<file path="config.mk">
export PLATFORM = sky130hd
export DESIGN_NAME = conv_z_reader_flat
export DESIGN_NICKNAME = d
export VERILOG_FILES = /design/src/rtl/conv_pkg.sv /design/src/rtl/conv_z_reader_if.sv /design/src/rtl/conv_skid_fifo.sv /design/src/rtl/conv_z_reader.sv /design/src/flat_wrapper.sv
export SDC_FILE = /design/constraint.sdc
export NUM_CORES = 1
export LEC_CHECK = 0
export CAP_MARGIN = 10
export CORE_MARGIN = 2
export CORE_UTILIZATION = 35
export DETAILED_ROUTE_END_ITERATION = 6
export DONT_BUFFER_PORTS = 1
export PLACE_DENSITY = 0.59
export SYNTH_ARGS = -nofsm -noshare
export SYNTH_HDL_FRONTEND = slang
export SYNTH_SLANG_ARGS = --single-unit
</file>
<file path="constraint.sdc">
create_clock -name clk -period 2.35 [get_ports clk]
set_input_delay 0.3525 -clock clk [delete_from_list [all_inputs] [get_ports clk]]
set_output_delay 0.3525 -clock clk [all_outputs]
set_load 0.02 [all_outputs]
</file>
<file path="src/rtl/conv_pkg.sv">
`default_nettype none
// ============================================================================
//  Module      : conv_pkg
//  Description : Shared widths and FSM state encoding for the memZ readback.
//  Revision    : 1.0
// ============================================================================
package conv_pkg;

    localparam int DATAWIDTH_Z     = 16;
    localparam int MEM_ADDR_Z_SIZE = 6;
    localparam int SIZE_X          = 5;
    localparam int SIZE_Y          = 5;
    localparam int LEN_W           = SIZE_X + 1;

    typedef enum logic [1:0] {
        IDLE  = 2'd0,
        READ  = 2'd1,
        DRAIN = 2'd2,
        DONE  = 2'd3
    } state_t;

endpackage
`default_nettype wire

</file>
<file path="src/rtl/conv_z_reader_if.sv">
`default_nettype none
// ============================================================================
//  Module      : conv_z_reader_if
//  Description : memZ read port plus the valid/ready result stream.
//  Revision    : 1.0
// ============================================================================
interface conv_z_reader_if #(
    parameter int DATAWIDTH_Z     = conv_pkg::DATAWIDTH_Z,
    parameter int MEM_ADDR_Z_SIZE = conv_pkg::MEM_ADDR_Z_SIZE
);
    logic [MEM_ADDR_Z_SIZE-1:0] memZ_addr;
    logic                       memZ_rd;
    logic [DATAWIDTH_Z-1:0]     dataZ;
    logic [DATAWIDTH_Z-1:0]     out_data;
    logic                       out_valid;
    logic                       out_ready;
    logic                       out_last;

    modport master (
        output memZ_addr, memZ_rd, out_data, out_valid, out_last,
        input  dataZ, out_ready
    );

    modport slave (
        input  memZ_addr, memZ_rd, out_data, out_valid, out_last,
        output dataZ, out_ready
    );
endinterface
`default_nettype wire

</file>
<file path="src/rtl/conv_skid_fifo.sv">
`default_nettype none
// ============================================================================
//  Module      : conv_skid_fifo
//  Description : Two-entry synchronous FIFO; push and pop may coincide when full.
//  Revision    : 1.0
// ============================================================================
module conv_skid_fifo #(
    parameter int WIDTH = 16
) (
    input  wire logic             clk,
    input  wire logic             rst,
    input  wire logic             flush,
    input  wire logic             push,
    input  wire logic             pop,
    input  wire logic [WIDTH-1:0] dataIn,
    output logic      [WIDTH-1:0] dataOut,
    output logic                  full,
    output logic                  empty,
    output logic      [1:0]       count
);
    logic [WIDTH-1:0] r_mem [2];
    logic             r_wrPtr;
    logic             r_rdPtr;
    logic [1:0]       r_count;
    logic             w_doPush;
    logic             w_doPop;

    assign w_doPop  = pop && (r_count != 2'd0);
    assign w_doPush = push && ((r_count != 2'd2) || w_doPop);

    always_ff @(posedge clk) begin
        if (rst) begin
            r_mem[0] <= '0;
            r_mem[1] <= '0;
            r_wrPtr  <= 1'b0;
            r_rdPtr  <= 1'b0;
            r_count  <= 2'd0;
        end else if (flush) begin
            r_wrPtr  <= 1'b0;
            r_rdPtr  <= 1'b0;
            r_count  <= 2'd0;
        end else begin
            if (w_doPush) begin
                r_mem[r_wrPtr] <= dataIn;
                r_wrPtr        <= ~r_wrPtr;
            end
            if (w_doPop) begin
                r_rdPtr <= ~r_rdPtr;
            end
            case ({w_doPush, w_doPop})
                2'b10:   r_count <= r_count + 2'd1;
                2'b01:   r_count <= r_count - 2'd1;
                default: r_count <= r_count;
            endcase
        end
    end

    assign dataOut = r_mem[r_rdPtr];
    assign full    = (r_count == 2'd2);
    assign empty   = (r_count == 2'd0);
    assign count   = r_count;
endmodule
`default_nettype wire

</file>
<file path="src/rtl/conv_z_reader.sv">
`default_nettype none
// ============================================================================
//  Module      : conv_z_reader
//  Description : Streams memZ results 0..len-1 out over valid/ready with last.
//  Revision    : 1.0
// ============================================================================
module conv_z_reader #(
    parameter int DATAWIDTH_Z     = conv_pkg::DATAWIDTH_Z,
    parameter int MEM_ADDR_Z_SIZE = conv_pkg::MEM_ADDR_Z_SIZE,
    parameter int SIZE_X          = conv_pkg::SIZE_X,
    parameter int SIZE_Y          = conv_pkg::SIZE_Y
) (
    input  wire logic              clk,
    input  wire logic              rst,
    input  wire logic              start,
    input  wire logic [SIZE_X-1:0] sizeX,
    input  wire logic [SIZE_Y-1:0] sizeY,
    input  wire logic              shape,
    output logic                   busy,
    output logic                   done,
    conv_z_reader_if.master        bus
);
    import conv_pkg::*;

    localparam int c_lenW = SIZE_X + 1;

    state_t                     r_state;
    state_t                     w_stateNext;
    logic [c_lenW-1:0]          r_len;
    logic [c_lenW-1:0]          r_beatCnt;
    logic [c_lenW-1:0]          w_lenCalc;
    logic [MEM_ADDR_Z_SIZE-1:0] r_rdAddr;
    logic                       r_inFlight;
    logic                       w_rd;
    logic                       w_flush;
    logic                       w_pop;
    logic                       w_valid;
    logic                       w_full;
    logic                       w_empty;
    logic                       w_credit;
    logic                       w_lastRead;
    logic                       w_lastBeat;
    logic [1:0]                 w_count;
    logic [2:0]                 w_occ;
    logic [DATAWIDTH_Z-1:0]     w_head;

    conv_skid_fifo #(.WIDTH(DATAWIDTH_Z)) u_fifo (
        .clk     (clk),
        .rst     (rst),
        .flush   (w_flush),
        .push    (r_inFlight),
        .pop     (w_pop),
        .dataIn  (bus.dataZ),
        .dataOut (w_head),
        .full    (w_full),
        .empty   (w_empty),
        .count   (w_count)
    );

    always_comb begin
        w_lenCalc = '0;
        if ((sizeX != '0) && (sizeY != '0)) begin
            if (shape) w_lenCalc = c_lenW'(sizeX);
            else       w_lenCalc = c_lenW'(sizeX) + c_lenW'(sizeY) - c_lenW'(1);
        end
    end

    assign w_valid    = !w_empty;
    assign w_pop      = w_valid && bus.out_ready;
    assign w_lastBeat = w_valid && (r_beatCnt == r_len - c_lenW'(1));
    assign w_lastRead = (c_lenW'(r_rdAddr) == r_len - c_lenW'(1));

    // Credit covers the buffered beats plus the one read whose data lands next cycle.
    assign w_occ    = {1'b0, w_count} + {2'b00, r_inFlight};
    assign w_credit = w_full ? (w_pop && !r_inFlight)
                             : (w_occ < (3'd2 + {2'b00, w_pop}));

    always_comb begin
        w_stateNext = r_state;
        w_rd        = 1'b0;
        w_flush     = 1'b0;
        case (r_state)
            IDLE: begin
                if (start) begin
                    w_flush     = 1'b1;
                    w_stateNext = (w_lenCalc != '0) ? READ : DONE;
                end
            end
            READ: begin
                if (w_credit) begin
                    w_rd = 1'b1;
                    if (w_lastRead) w_stateNext = DRAIN;
                end
            end
            DRAIN: begin
                if (w_pop && w_lastBeat) w_stateNext = DONE;
            end
            DONE: begin
                w_stateNext = IDLE;
            end
            default: begin
                w_stateNext = IDLE;
            end
        endcase
    end

    always_ff @(posedge clk) begin
        if (rst) begin
            r_state    <= IDLE;
            r_len      <= '0;
            r_rdAddr   <= '0;
            r_beatCnt  <= '0;
            r_inFlight <= 1'b0;
        end else begin
            r_state    <= w_stateNext;
            r_inFlight <= w_rd;
            if ((r_state == IDLE) && start) begin
                r_len     <= w_lenCalc;
                r_rdAddr  <= '0;
                r_beatCnt <= '0;
            end else begin
                // Address parks on len-1 after the final read rather than running past it.
                if (w_rd && !w_lastRead) r_rdAddr <= r_rdAddr + MEM_ADDR_Z_SIZE'(1);
                if (w_pop) r_beatCnt <= r_beatCnt + c_lenW'(1);
            end
        end
    end

    assign bus.memZ_rd   = w_rd;
    assign bus.memZ_addr = r_rdAddr;
    assign bus.out_data  = w_head;
    assign bus.out_valid = w_valid;
    assign bus.out_last  = w_lastBeat;
    assign busy          = (r_state != IDLE);
    assign done          = (r_state == DONE);
endmodule
`default_nettype wire
</file>
<file path="src/flat_wrapper.sv">
// flat-port wrapper written by rule: the top's interface ports become plain ports
module conv_z_reader_flat import conv_pkg::*;
#(
    parameter int DATAWIDTH_Z     = conv_pkg::DATAWIDTH_Z,
    parameter int MEM_ADDR_Z_SIZE = conv_pkg::MEM_ADDR_Z_SIZE,
    parameter int SIZE_X          = conv_pkg::SIZE_X,
    parameter int SIZE_Y          = conv_pkg::SIZE_Y
)
  (clk, rst, start, sizeX, sizeY, shape, busy, done, bus_memZ_addr, bus_memZ_rd, bus_out_data, bus_out_valid, bus_out_last, bus_dataZ, bus_out_ready);
  conv_z_reader_if #(.DATAWIDTH_Z(DATAWIDTH_Z), .MEM_ADDR_Z_SIZE(MEM_ADDR_Z_SIZE)) bus_i ();
  input  wire logic clk;
  input  wire logic rst;
  input  wire logic start;
  input  wire logic [SIZE_X-1:0] sizeX;
  input  wire logic [SIZE_Y-1:0] sizeY;
  input  wire logic shape;
  output logic busy;
  output logic done;
  output wire logic [$bits(bus_i.memZ_addr)-1:0] bus_memZ_addr;
  output wire logic [$bits(bus_i.memZ_rd)-1:0] bus_memZ_rd;
  output wire logic [$bits(bus_i.out_data)-1:0] bus_out_data;
  output wire logic [$bits(bus_i.out_valid)-1:0] bus_out_valid;
  output wire logic [$bits(bus_i.out_last)-1:0] bus_out_last;
  input wire logic [$bits(bus_i.dataZ)-1:0] bus_dataZ;
  input wire logic [$bits(bus_i.out_ready)-1:0] bus_out_ready;
  assign bus_memZ_addr = bus_i.memZ_addr;
  assign bus_memZ_rd = bus_i.memZ_rd;
  assign bus_out_data = bus_i.out_data;
  assign bus_out_valid = bus_i.out_valid;
  assign bus_out_last = bus_i.out_last;
  assign bus_i.dataZ = bus_dataZ;
  assign bus_i.out_ready = bus_out_ready;
  conv_z_reader #(.DATAWIDTH_Z(DATAWIDTH_Z), .MEM_ADDR_Z_SIZE(MEM_ADDR_Z_SIZE), .SIZE_X(SIZE_X), .SIZE_Y(SIZE_Y)) u_core (.clk(clk), .rst(rst), .start(start), .sizeX(sizeX), .sizeY(sizeY), .shape(shape), .busy(busy), .done(done), .bus(bus_i));
endmodule
</file>
Word level (Yosys, flattened, before mapping)
Memories as Yosys holds them, arrays and structs flattened. A register that Yosys moved wholly into a read port is not among the register bits.
Cells that the tools add are included.
{"block": "op_classes", "n_lt_le_gt_ge": 1, "muxes": 25, "n_eq_ne": 13, "n_reduce_logical": 25, "bitwise": 2, "add_sub_neg": 9}
{"cell": "$mux W16", "n": 1}
{"cell": "$reduce_or A16 Y1", "n": 1}
{"cell": "$mux W1", "n": 15}
{"cell": "$add A6 B1 Y6 const B", "n": 2}
{"cell": "$eq A6 B6 Y1", "n": 2}
{"cell": "$mux W6", "n": 2}
{"cell": "$sub A6 B1 Y6 const B", "n": 2}
{"cell": "$mux W2", "n": 5}
{"cell": "$reduce_bool A5 Y1", "n": 2}
{"cell": "$logic_and A1 B1 Y1", "n": 9}
{"cell": "$eq A2 B2 Y1 const B", "n": 4}
{"cell": "$pmux W2 S4", "n": 1}
{"cell": "$add A5 B5 Y6", "n": 1}
{"cell": "$ne A2 B1 Y1 const B", "n": 3}
{"cell": "$reduce_bool A2 Y1", "n": 3}
{"cell": "$reduce_bool A6 Y1", "n": 1}
{"cell": "$eq A2 B1 Y1 const B", "n": 2}
{"cell": "$logic_not A2 Y1", "n": 2}
{"cell": "$ne A2 B2 Y1 const B", "n": 2}
{"cell": "$pmux W2 S2", "n": 1}
{"cell": "$reduce_and A4 Y1", "n": 1}
{"cell": "$reduce_or A2 Y1", "n": 2}
{"cell": "$add A2 B1 Y3", "n": 1}
{"cell": "$add A2 B1 Y3 const A", "n": 1}
{"cell": "other kinds (6)", "n": 9}
{"block": "totals", "reg_bits": 25, "ramBits": 32, "inputBits": 31, "memories": 1, "out_inout_bits": 27}
{"memory": "u_core.u_fifo.r_mem", "depth": 2, "word_bits": 16, "rd": 1, "rd_clocked_by_memory_dff": 1, "write_ports": 2, "line_no": "conv_skid_fifo.sv:21", "rtl": "logic [WIDTH-1:0] r_mem [2];"}

Longest topological paths before layout
{"block": "logic_depth", "word_depth": 12, "ltp_mapped": 12, "depth_no_buf": 12}

Hierarchy
Synthesis repeated with hierarchy kept, for this count alone.
{"block": "hier_totals", "cells_unflattened": 347, "area_unflattened_um2": 3482.1}
{"mod": "conv_z_reader", "area_each_um2": 1789.2, "cells_each": 230, "seq_area_each_um2": 420.4, "n_inst": 1}
{"mod": "conv_skid_fifo", "area_each_um2": 1692.9, "cells_each": 117, "seq_area_each_um2": 1061.0, "n_inst": 1}

Worst setup path before layout
No wires, ideal clock.
{"block": "synth_timing", "kind": "register -> register", "from": "register u_core.r_len[0]", "to": "register u_core.r_state[0]", "stages_incl_launch_ff": 9, "setup_slack_ps": -60, "arrival_time_ps": 2325, "setup_ps": 86, "cell_sequence": "dfxtp_1 > inv_1 > ha_1 > xor2_1 > nand4_4 > or4_4 > o31a_1 > or2_1 > a211oi_1"}
{"block": "synth_between", "elab_chain_cells": 6, "elab_cells_between_ends": 8, "cone_classes": "add/sub: 1; eq/ne: 4; reduce/logical: 3"}
{"item": "start, declared", "line_no": "conv_z_reader.sv:29", "rtl": "logic [c_lenW-1:0] r_len;"}
{"item": "start signal, assigned", "line_no": "conv_z_reader.sv:118", "rtl": "r_len <= w_lenCalc;"}
{"item": "$sub A6 B1 Y6 (*)", "line_no": "conv_z_reader.sv:70, conv_z_reader.sv:71"}
{"item": "$eq A6 B6 Y1", "line_no": "conv_z_reader.sv:70", "rtl": "assign w_lastBeat = w_valid && (r_beatCnt == r_len - c_lenW'(1));"}
{"item": "$logic_and A1 B1 Y1", "line_no": "conv_z_reader.sv:70"}
{"item": "$logic_and A1 B1 Y1", "line_no": "conv_z_reader.sv:96", "rtl": "if (w_pop && w_lastBeat) w_stateNext = DONE;"}
{"item": "$ne A2 B1 Y1 (no source line)"}
{"item": "$reduce_and A4 Y1 (no source line) (*)"}
{"item": "end signal, assigned", "line_no": "conv_z_reader.sv:115", "rtl": "r_state <= w_stateNext;"}
{"item": "end, declared", "line_no": "conv_z_reader.sv:27", "rtl": "state_t r_state;"}
Mark *: on every way between the ends. The rest lies on a longest branch, timed or not.
A chain may end at the register's enable or synchronous reset.

Final worst setup path
{"block": "layout_timing", "from": "register u_core.r_len[0]", "to": "output bus_out_last"}
{"block": "layout_between", "elab_chain_cells": 3}
{"item": "$sub A6 B1 Y6", "line_no": "conv_z_reader.sv:70"}
{"item": "$eq A6 B6 Y1", "line_no": "conv_z_reader.sv:70"}
{"item": "$logic_and A1 B1 Y1", "line_no": "conv_z_reader.sv:70"}
{"item": "end, declared", "line_no": "flat_wrapper.sv:23", "rtl": "output wire logic [$bits(bus_i.out_last)-1:0] bus_out_last;"}
Every way passes these cells.

==> summary.md <==
| Metric | Value |
|---|---|
| Final setup fails | 2 |
| Max cap viols | 0 |
| Worst-path cell chain | inv_4 -> ha_4 -> xor2_2 -> nand4_4 -> or4_4 -> nor2_4 -> buf_6 |
| Core area | 0.009196 mm2 |
| Netlist cell types | 49 |
| Failing checks | setup timing |
| CP max FO | 5 |
| First-pass GRT wire length | 10750 um |
| Final nets | 398 |
| Hold Fails Final Rpt | 0 |
| # rows | 35 |
| GP Congestion | 0.8390 |
| Synth async-reset ratio | 0 |
| CP top delay family | simple AND/OR/NAND/NOR gates |
| Initial Util | 0.3580 |
| Worst Skew | 9.948 ps |
| Ys Warns | 0 |
| WS Path Type | reg2out |
| Number of diodes | 0 |
| Startpoint Class | register |
| CTS tree | built |
| Port bufs | 0 |
| PwrDens | 925.3 mW/mm2 |
| Syn Inst Count | 312 |
| Max-slew headroom | 0.6942 |
| EDFF count, synth | 32 |
| DRT Pass-1 Iters | 4 |
| Clk slew on worst S/H paths | 70 ps |
| DRT antenna net count | 0 |
| Clock latency on the worst-skew pair | 340 ps |
| Mapped Avg Cell Area | 10.55 um2 |
| Final WL | 6898 um |
| Register bit total from synthesis | 58 |
| Initial antenna violation count | 0 |
| Int Power | 2.497 mW |
| 1st-iter DRT viols | 56 |
| Die extent in x | 101.0 um |
| Peak supply drop | 0.0004781 V |
| Leakage dissipation | 1.652 nW |
| # DRC | 0 |
| Mapped Area | 0.003292 mm2 |
| Grt total ovfl | 0 |
| Die H | 101.0 um |
| Area growth from synthesis to layout | 21.74% |
| Hpwl dp | 4885 um |
| Slack of the worst reg-to-reg path | -10 ps |
| Top achievable clock speed | 412.2 MHz |
| Place WS | -221.0 ps |
| Seq pwr share | 0.334 |
| Period minus WS final | 2426 ps |
| Max-slew violation count | 0 |
| Comb pwr share | 0.353 |
| Vias in the first global route | 2280 |
| Status | finished, violations left |
| Part of the power in the clock network | 0.313 |
| Die Area | 0.01020 mm2 |
| Net Sw Power | 1.211 mW |
| Final period utilization | 1.032 |
| Unrepaired setup endpoints after global routing | yes |
| CTS Buf Count | 9 |
| # IOs | 58 |
| CTS Hold Bufs | 0 |
| Synth Flop Type | edfxtp_1 |
| WP data required | 2000 ps |
| Register area share after synthesis | 0.4500 |
| Clock sink total | 58 |
| Avg WL per Cell | 14.90 um |
| Largest net degree at the start of global routing | 17 |
| Worst Slack Setup Final | -75.77 ps |
| Setup crit end kind | primary output |
| Buffers and inverters on the worst path | 2 |
| Vias | 2287 |
| Number of fillers in the final layout | 881 |
| Sw Share | 0.3266 |
| Worst path slowest cell | or4_4 |
| CTS max path bufs | 2 |
| Tightest Pin Transition | 454.0 ps |
| CTS H-tree lvls | 3 |
| Mapped Nets | 363 |
| Hold/Removal Path Class | in2reg |
| Placed cell count | 444 |
| Root buffer cell | clkbuf_8 |
| Hold WS | 69.30 ps |
| Via/cell ratio | 4.940 |
| Overall routing resource usage | 0.1395 |
| WP data arrival | 2070 ps |
| Non-filler cells, final | 463 |
| Worst path max stage delay | 540 ps |
| Share of cells above drive strength 1 | 0.2784 |
==> worst paths after layout <==
path | from | end | depth (start not counted)
worst max-delay path | u_core.r_len[0] | bus_out_last | 7
worst min-delay path | rst | u_core.r_state[0] | 1
worst max register to register | u_core.r_len[0] | u_core.r_state[1] | 8
worst min register to register | u_core.u_fifo.r_rdPtr | register | 2
==> Yosys cell counts, types with 2 or more instances <==
cell type	instances	area, um2
o21ai_0	9	45.04
inv_1	29	108.9
o32ai_1	2	17.52
a22o_1	2	17.52
xor2_1	9	78.83
ha_1	19	237.7
xnor2_1	17	148.9
nand2_1	14	52.55
dfxtp_1	26	520.5
nor2_1	24	90.09
a31oi_1	3	18.77
nor4_1	2	12.51
nand2b_1	5	31.28
a2bb2oi_1	2	17.52
mux2i_1	5	50.05
or4_4	2	22.52
clkbuf_1	7	26.28
a211oi_1	4	30.03
and2_1	34	212.7
or2_2	4	25.02
edfxtp_1	32	960.9
nand3_1	4	20.02
mux2_2	17	191.4
nor2b_1	4	25.02
nor3_1	5	25.02
nor3b_1	2	15.01
a21oi_1	7	35.03
==> layer usage <==
metal  track usage  share of wire  up-vias
met2        0.2508           0.52       50
met1        0.1514           0.42     1087
met5             0              0        -
li1              -              -     1145
met4       0.04678         0.0091        0
met3       0.05062          0.059        5
==> repair_timing <==
action | in CTS | in global routing
pin swaps | 3 | 5
setup endpoints to repair | 6 | 7
resized for setup | 16 | 10
endpoints found under the hold margin | 0 | 0
setup buffers | 2 | 1
==> logic make-up (layout without fill, tap and decap cells) <==
logic type	after synthesis	after routing	synth area share
AOI/OAI and AO/OA	40	40	0.09351
and+or+nand+nor	106	106	0.1783
muxes	22	22	0.07336
xor gates and xnor gates	28	28	0.08210
DFF	58	58	0.4500
adders and majority gates	20	20	0.07830
buffers and inverters	38	78	0.04447
==> area by class of cell <==
cell class                 count  area (um2)  area share
clock buffer                   9       123.9     0.03091
timing repair buffer          33       251.5     0.06275
inverter                      29       111.4     0.02779
clock inverter                 7       125.1     0.03122
sequential                    58        1488      0.3712
tap                          111       138.9     0.03465
multi-input combinational    216        1769      0.4415
==> cells in the final DEF, fill, tap and decap left out, types with 6 or more instances in the layout <==
cell type,n
and2_1,34
buf_4,32
edfxtp_1,32
inv_1,26
nor2_1,23
dfxtp_1,23
ha_1,18
mux2_2,17
xnor2_1,14
nand2_1,14
clkbuf_8,9
xor2_1,8
o21ai_0,8
a21oi_1,6
==> metrics by stage <==
step	power [mW]	TNS [ps]	util	cell area (um2)
after CTS	3.688	-117.0	0.4310	3964
after global routing	3.902	-374.8	0.4358	4008
after global placement	2.388	-18.83	0.3944	3627
after floorplan	2.078	0	-	3301
after detailed placement	2.408	-454.1	0.3944	3627
final	3.708	-84.20	0.4358	4008
==> power groups by stage <==
| stage | registers [mW] | logic, mW | clock network [mW] |
|---|---|---|---|
| global placement | 1.25 | 1.14 | 0 |
| finish | 1.24 | 1.31 | 1.16 |
| global route | 1.25 | 1.43 | 1.22 |
| detailed placement | 1.25 | 1.15 | 0 |
| CTS | 1.23 | 1.27 | 1.18 |
| floorplan | 1.26 | 0.816 | 0 |
==> registers in the layout (all words and copies together), names as in the netlist, named ones only <==
register	cells
u_core.u_fifo.r_mem	32
u_core.bus.memZ_addr	6
u_core.r_beatCnt	6
u_core.r_len	6
u_core.r_state	2
u_core.u_fifo.count	2
u_core.r_inFlight	1
u_core.u_fifo.r_rdPtr	1
u_core.u_fifo.r_wrPtr	1
No activity file was read; power rests on OpenSTA's default activity.
